--- config.mk ---
export PLATFORM = sky130hd
export DESIGN_NAME = apb_rr_arbiter_flat
export DESIGN_NICKNAME = d
export VERILOG_FILES = /design/src/rtl/apb_pkg.sv /design/src/rtl/apb_rr_arbiter_if.sv /design/src/rtl/apb_rr_arbiter_rr_pick.sv /design/src/rtl/apb_rr_arbiter.sv /design/src/flat_wrapper.sv
export SDC_FILE = /design/constraint.sdc
export NUM_CORES = 1
export LEC_CHECK = 0
export CAP_MARGIN = 20
export CORE_MARGIN = 1.5
export CORE_UTILIZATION = 42
export CTS_CLUSTER_SIZE = 25
export DETAILED_ROUTE_END_ITERATION = 10
export PLACE_DENSITY = 0.92
export SYNTH_ARGS = -nofsm -noshare
export SYNTH_HDL_FRONTEND = slang
export SYNTH_SLANG_ARGS = --single-unit
--- constraint.sdc ---
create_clock -name clk -period 8.1 [get_ports clk]
set_clock_uncertainty 0.1 [all_clocks]
set_input_delay 1.62 -clock clk [delete_from_list [all_inputs] [get_ports clk]]
set_output_delay 1.62 -clock clk [all_outputs]
set_load 0.05 [all_outputs]
--- src/rtl/apb_pkg.sv ---
// rtl/apb_pkg.sv - shared types and constants for the APB round-robin arbiter
package apb_pkg;

    localparam int APB_WIDTH   = 8;
    localparam int APB_NUM_REQ = 4;

    typedef enum logic [1:0] {
        IDLE  = 2'd0,
        ISSUE = 2'd1,
        WAIT  = 2'd2,
        RESP  = 2'd3
    } arb_state_t;

endpackage

--- src/rtl/apb_rr_arbiter_if.sv ---
// rtl/apb_rr_arbiter_if.sv - requester and master-side signal bundle for apb_rr_arbiter
interface apb_rr_arbiter_if
    import apb_pkg::*;
#(
    parameter int NUM_REQ = APB_NUM_REQ,
    parameter int WIDTH   = APB_WIDTH,
    parameter int IDW     = $clog2(NUM_REQ)
);

    logic [NUM_REQ-1:0]       req_valid;
    logic [NUM_REQ-1:0]       req_write;
    logic [NUM_REQ*WIDTH-1:0] req_addr;
    logic [NUM_REQ*WIDTH-1:0] req_wdata;
    logic [NUM_REQ-1:0]       req_ready;
    logic [NUM_REQ-1:0]       rsp_valid;
    logic [WIDTH-1:0]         rsp_rdata;
    logic                     busy;
    logic [IDW-1:0]           grant_id;

    logic                     m_start;
    logic                     m_write;
    logic [WIDTH-1:0]         m_addr;
    logic [WIDTH-1:0]         m_wdata;
    logic                     m_done;
    logic [WIDTH-1:0]         m_rdata;

    modport slave (
        input  req_valid, req_write, req_addr, req_wdata, m_done, m_rdata,
        output req_ready, rsp_valid, rsp_rdata, busy, grant_id,
               m_start, m_write, m_addr, m_wdata
    );

    modport master (
        output req_valid, req_write, req_addr, req_wdata, m_done, m_rdata,
        input  req_ready, rsp_valid, rsp_rdata, busy, grant_id,
               m_start, m_write, m_addr, m_wdata
    );

endinterface

--- src/rtl/apb_rr_arbiter_rr_pick.sv ---
// rtl/apb_rr_arbiter_rr_pick.sv - combinational round-robin picker starting at ptr
module rr_pick #(
    parameter int NUM_REQ = 4,
    parameter int IDW     = $clog2(NUM_REQ)
) (
    input  logic [NUM_REQ-1:0] valid,
    input  logic [IDW-1:0]     ptr,
    output logic [NUM_REQ-1:0] grant,
    output logic [IDW-1:0]     grant_idx,
    output logic               any_valid
);

    // Scan ptr, ptr+1, ... wrapping; the first valid index wins.
    always_comb begin
        grant     = '0;
        grant_idx = '0;
        any_valid = 1'b0;
        for (int k = 0; k < NUM_REQ; k++) begin
            int idx;
            idx = int'(ptr) + k;
            if (idx >= NUM_REQ) begin
                idx = idx - NUM_REQ;
            end
            if (!any_valid && valid[idx]) begin
                any_valid  = 1'b1;
                grant_idx  = IDW'(idx);
                grant[idx] = 1'b1;
            end
        end
    end

endmodule

--- src/rtl/apb_rr_arbiter.sv ---
// rtl/apb_rr_arbiter.sv - round-robin sharing of one apb_master among NUM_REQ requesters
module apb_rr_arbiter
    import apb_pkg::*;
#(
    parameter int NUM_REQ = APB_NUM_REQ,
    parameter int WIDTH   = APB_WIDTH,
    parameter int IDW     = $clog2(NUM_REQ)
) (
    input  logic             clk,
    input  logic             rst_n,
    apb_rr_arbiter_if.slave  bus
);

    arb_state_t         state;
    arb_state_t         state_nxt;
    logic [IDW-1:0]     ptr;
    logic [IDW-1:0]     grant_q;
    logic [NUM_REQ-1:0] pick_onehot;
    logic [IDW-1:0]     pick_idx;
    logic               any_valid;
    logic               accept;
    logic               lat_write;
    logic [WIDTH-1:0]   lat_addr;
    logic [WIDTH-1:0]   lat_wdata;
    logic [WIDTH-1:0]   rdata_q;

    rr_pick #(
        .NUM_REQ (NUM_REQ),
        .IDW     (IDW)
    ) u_pick (
        .valid     (bus.req_valid),
        .ptr       (ptr),
        .grant     (pick_onehot),
        .grant_idx (pick_idx),
        .any_valid (any_valid)
    );

    assign accept = (state == IDLE) && any_valid;

    always_ff @(posedge clk or negedge rst_n) begin
        if (!rst_n) begin
            state <= IDLE;
        end else begin
            state <= state_nxt;
        end
    end

    always_comb begin
        state_nxt = state;
        case (state)
            IDLE:    if (any_valid) state_nxt = ISSUE;
            ISSUE:   state_nxt = WAIT;
            WAIT:    if (bus.m_done) state_nxt = RESP;
            RESP:    state_nxt = IDLE;
            default: state_nxt = IDLE;
        endcase
    end

    // Request fields are captured at accept so the requester is free to move on.
    always_ff @(posedge clk or negedge rst_n) begin
        if (!rst_n) begin
            ptr       <= '0;
            grant_q   <= '0;
            lat_write <= 1'b0;
            lat_addr  <= '0;
            lat_wdata <= '0;
            rdata_q   <= '0;
        end else begin
            if (accept) begin
                lat_write <= bus.req_write[pick_idx];
                lat_addr  <= bus.req_addr[pick_idx*WIDTH +: WIDTH];
                lat_wdata <= bus.req_wdata[pick_idx*WIDTH +: WIDTH];
                grant_q   <= pick_idx;
                ptr       <= (pick_idx == IDW'(NUM_REQ - 1)) ? '0 : pick_idx + 1'b1;
            end
            if (state == WAIT && bus.m_done) begin
                rdata_q <= bus.m_rdata;
            end
        end
    end

    assign bus.req_ready = accept ? pick_onehot : '0;
    assign bus.rsp_valid = (state == RESP) ? (NUM_REQ'(1) << grant_q) : '0;
    assign bus.rsp_rdata = rdata_q;
    assign bus.busy      = (state != IDLE);
    assign bus.grant_id  = grant_q;
    assign bus.m_start   = (state == ISSUE);
    assign bus.m_write   = lat_write;
    assign bus.m_addr    = lat_addr;
    assign bus.m_wdata   = lat_wdata;

endmodule

--- src/flat_wrapper.sv ---
// flat-port wrapper written by rule: the top's interface ports become plain ports
module apb_rr_arbiter_flat import apb_pkg::*;
#(
    parameter int NUM_REQ = APB_NUM_REQ,
    parameter int WIDTH   = APB_WIDTH,
    parameter int IDW     = $clog2(NUM_REQ)
)
  (clk, rst_n, bus_req_valid, bus_req_write, bus_req_addr, bus_req_wdata, bus_m_done, bus_m_rdata, bus_req_ready, bus_rsp_valid, bus_rsp_rdata, bus_busy, bus_grant_id, bus_m_start, bus_m_write, bus_m_addr, bus_m_wdata);
  apb_rr_arbiter_if #(.NUM_REQ(NUM_REQ), .WIDTH(WIDTH), .IDW(IDW)) bus_i ();
  input  logic clk;
  input  logic rst_n;
  input wire logic [$bits(bus_i.req_valid)-1:0] bus_req_valid;
  input wire logic [$bits(bus_i.req_write)-1:0] bus_req_write;
  input wire logic [$bits(bus_i.req_addr)-1:0] bus_req_addr;
  input wire logic [$bits(bus_i.req_wdata)-1:0] bus_req_wdata;
  input wire logic [$bits(bus_i.m_done)-1:0] bus_m_done;
  input wire logic [$bits(bus_i.m_rdata)-1:0] bus_m_rdata;
  output wire logic [$bits(bus_i.req_ready)-1:0] bus_req_ready;
  output wire logic [$bits(bus_i.rsp_valid)-1:0] bus_rsp_valid;
  output wire logic [$bits(bus_i.rsp_rdata)-1:0] bus_rsp_rdata;
  output wire logic [$bits(bus_i.busy)-1:0] bus_busy;
  output wire logic [$bits(bus_i.grant_id)-1:0] bus_grant_id;
  output wire logic [$bits(bus_i.m_start)-1:0] bus_m_start;
  output wire logic [$bits(bus_i.m_write)-1:0] bus_m_write;
  output wire logic [$bits(bus_i.m_addr)-1:0] bus_m_addr;
  output wire logic [$bits(bus_i.m_wdata)-1:0] bus_m_wdata;
  assign bus_i.req_valid = bus_req_valid;
  assign bus_i.req_write = bus_req_write;
  assign bus_i.req_addr = bus_req_addr;
  assign bus_i.req_wdata = bus_req_wdata;
  assign bus_i.m_done = bus_m_done;
  assign bus_i.m_rdata = bus_m_rdata;
  assign bus_req_ready = bus_i.req_ready;
  assign bus_rsp_valid = bus_i.rsp_valid;
  assign bus_rsp_rdata = bus_i.rsp_rdata;
  assign bus_busy = bus_i.busy;
  assign bus_grant_id = bus_i.grant_id;
  assign bus_m_start = bus_i.m_start;
  assign bus_m_write = bus_i.m_write;
  assign bus_m_addr = bus_i.m_addr;
  assign bus_m_wdata = bus_i.m_wdata;
  apb_rr_arbiter #(.NUM_REQ(NUM_REQ), .WIDTH(WIDTH), .IDW(IDW)) u_core (.clk(clk), .rst_n(rst_n), .bus(bus_i));
endmodule
==> run summary, run 1 <==
Outcome: completed
Die Area: 5560 um2
Mapped Nets: 254
Total of warnings raised by yosys: 0
Wire length after detailed routing: 5580 um
Detailed-router iteration count before antenna repair: 4
Maximum buffer depth of the clock tree: 2
Instance count of the mapped netlist: 161
Final standard cell utilization of the core: 0.726
Fin crit share: 0.745
Clock transition at the register clock pins on the worst setup and hold paths after CTS: 60 ps
Iteration-0 DRC count of the detailed router: 97
Final net count: 375
Data arrival, critical path: 4320 ps
Worst Path Class, Setup: input pin to output pin
Vertical die dimension: 74.5 um
Clock tree from TritonCTS: yes
IO buf count: 119
Post-layout power: 0.00157 W
Peak Freq: 166 MHz
Yosys cell types: 34
Seq/Total Area, Yosys: 0.361
Maximum number of pins on one net before global-route repair: 32
Latest clock arrival within the worst-skew pair: 280 ps
Syn_area_per_cell: 13.4 um2
Category of the worst setup path capture point: output pin
Total clock sinks: 31
Num CTS Buffers: 5
Ant. Diodes: 0
Areal power density over the cells: 449 nW/um2
Flip-flop and latch count after synthesis: 31
Count of standard-cell rows: 25
Commonest non-fill, non-tap cells in the layout: clkdlybuf4s50_1, dfrtp_1, mux2_2
Number of antenna violations at the first check in global routing: 0
Routability-driven placement congestion ratio: 0.743
First-pass GRT wire length: 8580 um
Antenna Nets Post-Route: 0
Final global-route overflow total: 0
Routed via count divided by cell count: 5.30
Leakage: 1.42 nW
Number of resized instances in the post-cts repair step: 0
Total standard cell area after synthesis: 2150 um2
IO Count: 120
Final Critical Period: 6040 ps
Overall track demand over capacity in global routing: 0.205
Starting density of the core: 0.446
Die boundary width: 74.5 um
Hold Buf Count CTS: 0
Final hold viol count: 0
Post-detailed-route DRC marker count: 0
Via count of the first global-routing pass: 1,907
Post CTS Setup Buffer Count: 0
Final setup vio count: 0
Vias after detailed routing: 1,848
Unrepaired setup endpoints after global routing: no
Final-report max-slew violation count: 0
Max cap viols: 0
Fraction of final layout cells with drive strength greater than 1: 0.174
Clock tree root buffer cell: clkbuf_8
Tightest slew margin relative to the limit: 0.406
H-Tree Depth: 2
Wirelength per Cell: 16.0 um
Actual slew at the worst max-slew pin: 882 ps
Data required time of the critical path: 6380 ps
Crit-path max FO: 9
Path type of the worst min-delay path: flip-flop to flip-flop
Worst voltage drop across the vdd grid: 0.000225 V
Area growth from synthesis to layout: 62.6%
HPWL after DPL: 4530 um
Most common library cell in the layout ignoring fill and taps: clkdlybuf4s50_1
Setup TNS: 0 ps
Placeable core area: 4820 um2
Startpoint kind of the worst setup timing path: input pin
## logic make-up after synthesis
logic type,after synthesis,share of synthesized area
flip-flops,31,0.361
adder cells (fa/ha/maj),10,0.0582
buffers and inverters,14,0.0314
AND/OR/NAND/NOR,31,0.0681
XOR/XNOR,1,0.0128
multiplexers,51,0.393
AO/OA/AOI/OAI,23,0.0751
## critical path: stages
cell,delay [ps]
clkdlybuf4s50_1,540
mux4_2,600
nor2_1,260
a22o_1,190
mux2i_1,70
a21oi_1,190
clkdlybuf4s50_1,840
## cells in the mapped netlist
cell	instances	area share
mux4_1	9	0.11
and3b_1	1	0.0041
o31ai_1	1	0.0035
nor4_1	1	0.0029
o21ai_0	5	0.012
and3_1	1	0.0029
mux2_4	8	0.056
nor2_1	7	0.012
ha_1	10	0.058
mux2i_1	5	0.023
clkinv_1	1	0.0017
nand2_1	13	0.023
nor3_1	2	0.0047
dfrtp_1	31	0.36
a31oi_1	1	0.0029
nand2b_1	2	0.0058
mux4_2	9	0.094
xnor2_4	1	0.013
mux2i_4	1	0.010
mux2_2	19	0.10
o32a_1	1	0.0047
a21oi_1	6	0.014
o22ai_1	1	0.0029
inv_1	6	0.010
nor3b_1	2	0.0070
a211oi_1	1	0.0035
nor2b_1	1	0.0029
a22o_1	5	0.020
buf_6	2	0.010
or3_1	1	0.0029
o21ai_4	1	0.0076
buf_1	2	0.0035
clkbuf_1	3	0.0052
o32ai_1	1	0.0041
## through the flow
stage	hold slack, ps	setup slack, ps	cell area (um2)	instances
6_report	405	2060	3500	349
5_1_grt	424	1920	3500	349
4_1_cts	408	2090	3480	348
3_5_place_dp	393	2100	3390	341
3_3_place_gp	386	2250	3390	341
2_1_floorplan	438	2910	2150	161
## registers in the layout, summed over array words and instances, names as in the netlist
name / flops
u_core.ptr: 2
u_core.bus.m_write: 1
u_core.bus.grant_id: 2
u_core.bus.rsp_rdata: 8
u_core.state: 2
u_core.bus.m_wdata: 8
u_core.bus.m_addr: 8
## area by class of cell
| cell class | instances | area (um2) |
|---|---|---|
| Clock buffer | 6 | 82.6 |
| Timing Repair Buffer | 121 | 1210 |
| Multi-Input combinational cell | 116 | 1310 |
| Fill cell | 357 | 1320 |
| Sequential cell | 31 | 776 |
| Clock inverter | 1 | 5.00 |
| Tap cell | 67 | 83.8 |
| Inverter | 7 | 26.3 |
## where the power goes
group | total, W | switching (W) | internal (W) | leakage [nW]
combinational | 0.00115 | 0.000623 | 0.000531 | 1.01
sequential | 0.000296 | 0.0000571 | 0.000239 | 0.366
clock | 0.000121 | 0.0000548 | 0.0000665 | 0.0470
## routing by layer
metal,track usage,vias to the layer above,part of all wire
li1,-,860,-
met1,0.213,888,0.35
met2,0.394,93,0.56
met3,0.0610,7,0.080
met4,0.0626,0,0.012
met5,0,-,0
## path summary, 6_finish.rpt
check	from	endpoint	slack [ps]	depth (start not counted)
setup / recovery	bus_req_valid[0]	bus_req_ready[2]	2060	7
hold / removal	u_core.bus.m_write	u_core.bus.m_write	400	1
setup reg to reg	u_core.ptr[0]	u_core.bus.m_wdata[4]	4430	7
hold reg to reg	u_core.bus.m_write	u_core.bus.m_write	400	1
max in group asynchronous	rst_n	u_core.bus.m_wdata[2]	5960	2
min in group asynchronous	rst_n	u_core.bus.rsp_rdata[0]	1640	2
Note: power is estimated with default switching activity, not from simulation.
==> run 2: changes to the inputs <==
--- a/config.mk
+++ b/config.mk
@@ -7,10 +7,10 @@
 export LEC_CHECK = 0
 export CAP_MARGIN = 20
 export CORE_MARGIN = 1.5
-export CORE_UTILIZATION = 42
+export CORE_UTILIZATION = 35
 export CTS_CLUSTER_SIZE = 25
 export DETAILED_ROUTE_END_ITERATION = 10
-export PLACE_DENSITY = 0.92
+export PLACE_DENSITY = 0.82
 export SYNTH_ARGS = -nofsm -noshare
 export SYNTH_HDL_FRONTEND = slang
 export SYNTH_SLANG_ARGS = --single-unit
==> constraint.sdc (replaced) <==
create_clock -name clk -period 4.9 [get_ports clk]
set_clock_uncertainty 0.1 [all_clocks]
set_input_delay 0.98 -clock clk [delete_from_list [all_inputs] [get_ports clk]]
set_output_delay 0.98 -clock clk [all_outputs]
set_load 0.05 [all_outputs]
==> run 2 against run 1 <==
  * Sequential share of layout area decreased by 0.055 points
  * Largest power group unchanged
  * First-iteration DRC count decreased by 49%
  * Final cell count increased by 3.2%
  * Cell area increased by 0.25%
  * Flip-flop and latch count unchanged
  * Via count increased by 0.81%
  * Critical endpoint is now bus_req_ready[3]
  * Critical path depth increased by 1
  * Setup slack got worse by 1300 ps
  * Highest routed layer unchanged
  * Wire length increased by 0.50%
  * Power increased by 66%
  * Sequential power increased by 66%
==> run summary, run 2 (synthesis gave the netlist of run 1 again) <==
Peak Freq: 240 MHz
Final-report max-slew violation count: 0
Actual slew at the worst max-slew pin: 629 ps
Maximum number of pins on one net before global-route repair: 32
Detailed-router iteration count before antenna repair: 4
Setup TNS: 0 ps
Cell count after placement: 351
Num CTS Buffers: 5
Max cap viols: 0
Number of antenna violations at the first check in global routing: 0
Clock tree from TritonCTS: yes
Fraction of final layout cells with drive strength greater than 1: 0.189
Clock transition at the register clock pins on the worst setup and hold paths after CTS: 60 ps
Total clock sinks: 31
Post CTS Setup Buffer Count: 0
Number of filler cells placed in the layout: 475
Count of standard-cell rows: 28
Setup WS post-layout: 733 ps
Areal power density over the cells: 746 nW/um2
Clock tree root buffer cell: clkbuf_8
IO buf count: 119
IO Count: 120
Die boundary width: 81.4 um
Crit-path max FO: 14
Placeable core area: 5920 um2
Category of the worst setup path capture point: output pin
Wire length after detailed routing: 5610 um
Post-detailed-route DRC marker count: 0
Leakage: 1.43 nW
Overall track demand over capacity in global routing: 0.177
Hold Buf Count CTS: 0
Latest clock arrival within the worst-skew pair: 270 ps
Final setup vio count: 0
Post-layout power: 0.00261 W
Final Critical Period: 4170 ps
H-Tree Depth: 2
Antenna Nets Post-Route: 0
Data arrival, critical path: 3090 ps
Path type of the worst min-delay path: flip-flop to flip-flop
Ant. Diodes: 0
Final global-route overflow total: 0
First-pass GRT wire length: 8780 um
Startpoint kind of the worst setup timing path: flip-flop
Most common library cell in the layout ignoring fill and taps: clkdlybuf4s50_1
Fin crit share: 0.850
Worst voltage drop across the vdd grid: 0.000419 V
Die Area: 6620 um2
Vias after detailed routing: 1,863
Wirelength per Cell: 15.6 um
Unrepaired setup endpoints after global routing: no
Via count of the first global-routing pass: 1,926
Post-Place Worst Slack: 807 ps
Area growth from synthesis to layout: 63.0%
Multi-input logic area: 1310 um2
Outcome: completed
Number of resized instances in the post-cts repair step: 0
HPWL after DPL: 4480 um
Final design area excluding fillers: 3500 um2
Routed via count divided by cell count: 5.18
Worst Path Class, Setup: flip-flop to output pin
Vertical die dimension: 81.4 um
Tightest slew margin relative to the limit: 0.578
Data required time of the critical path: 3820 ps
Starting density of the core: 0.363
Routability-driven placement congestion ratio: 0.745
Iteration-0 DRC count of the detailed router: 49
Maximum buffer depth of the clock tree: 2
Area used by sequential logic in the layout: 776 um2
Commonest non-fill, non-tap cells in the layout: clkdlybuf4s50_1, dfrtp_1, mux2_2
Final Non-Filler Cells: 360
Final hold viol count: 0
Final net count: 377
Cell area reported after detailed placement: 3410 um2
-- run 2: cell count changes in the layout (fill, tap and decap cells not counted) --
cell,delta
clkbuf_8,-1
clkdlybuf4s50_1,-4
buf_4,+6
clkbuf_1,+2
-- run 2: metal layers --
layer  share of wire  global-route usage  vias to the layer above  routed length [um]
li1                -                   -                      863                   -
met1            0.35               0.180                      897                1940
met4           0.019              0.0776                        0                 108
met2            0.56               0.338                       93                3160
met5               0                   0                        -                   0
met3           0.071              0.0438                       10                 399
-- run 2: cell type report --
class / count / area share
clock buffers: 7 / 0.0218
clock inverters: 1 / 0.00143
inverters: 7 / 0.00750
multi-input cells: 116 / 0.373
flip-flops and latches: 31 / 0.221
well taps: 75 / 0.0268
repair buffers: 123 / 0.348
-- run 2: power breakdown --
part           switching, W  leakage, nW  internal, W  total (W)
registers         0.0000977        0.366     0.000395   0.000492
clock network     0.0000883       0.0422    0.0000994   0.000188
logic               0.00105         1.03     0.000886    0.00193
-- run 2: final timing paths --
check / start / endpoint / slack [ps] / depth (start not counted)
min in group asynchronous: rst_n / u_core.bus.rsp_rdata[5] / 1000 / 2
max in group asynchronous: rst_n / u_core.bus.m_wdata[0] / 3410 / 2
min: u_core.bus.rsp_rdata[1] / u_core.bus.rsp_rdata[1] / 410 / 1
max: u_core.ptr[0] / bus_req_ready[3] / 730 / 8
max reg2reg: u_core.ptr[0] / u_core.bus.m_wdata[6] / 1130 / 8
min reg2reg: u_core.bus.rsp_rdata[1] / u_core.bus.rsp_rdata[1] / 410 / 1
-- run 2: worst max-delay path, cell delays in order, from the launching register on --
cell and delay (ps):
dfrtp_1 600, inv_1 240, ha_1 440, mux4_2 620
nor2_1 250, a22o_1 190, mux2i_1 80, a21oi_1 180
buf_4 220
-- run 2: stage by stage --
| step | hold slack, ps | util |
|---|---|---|
| after floorplan | 438 | - |
| after global placement | 386 | 0.576 |
| after detailed placement | 395 | 0.576 |
| after CTS | 410 | 0.589 |
| after global routing | 421 | 0.592 |
| final | 405 | 0.592 |
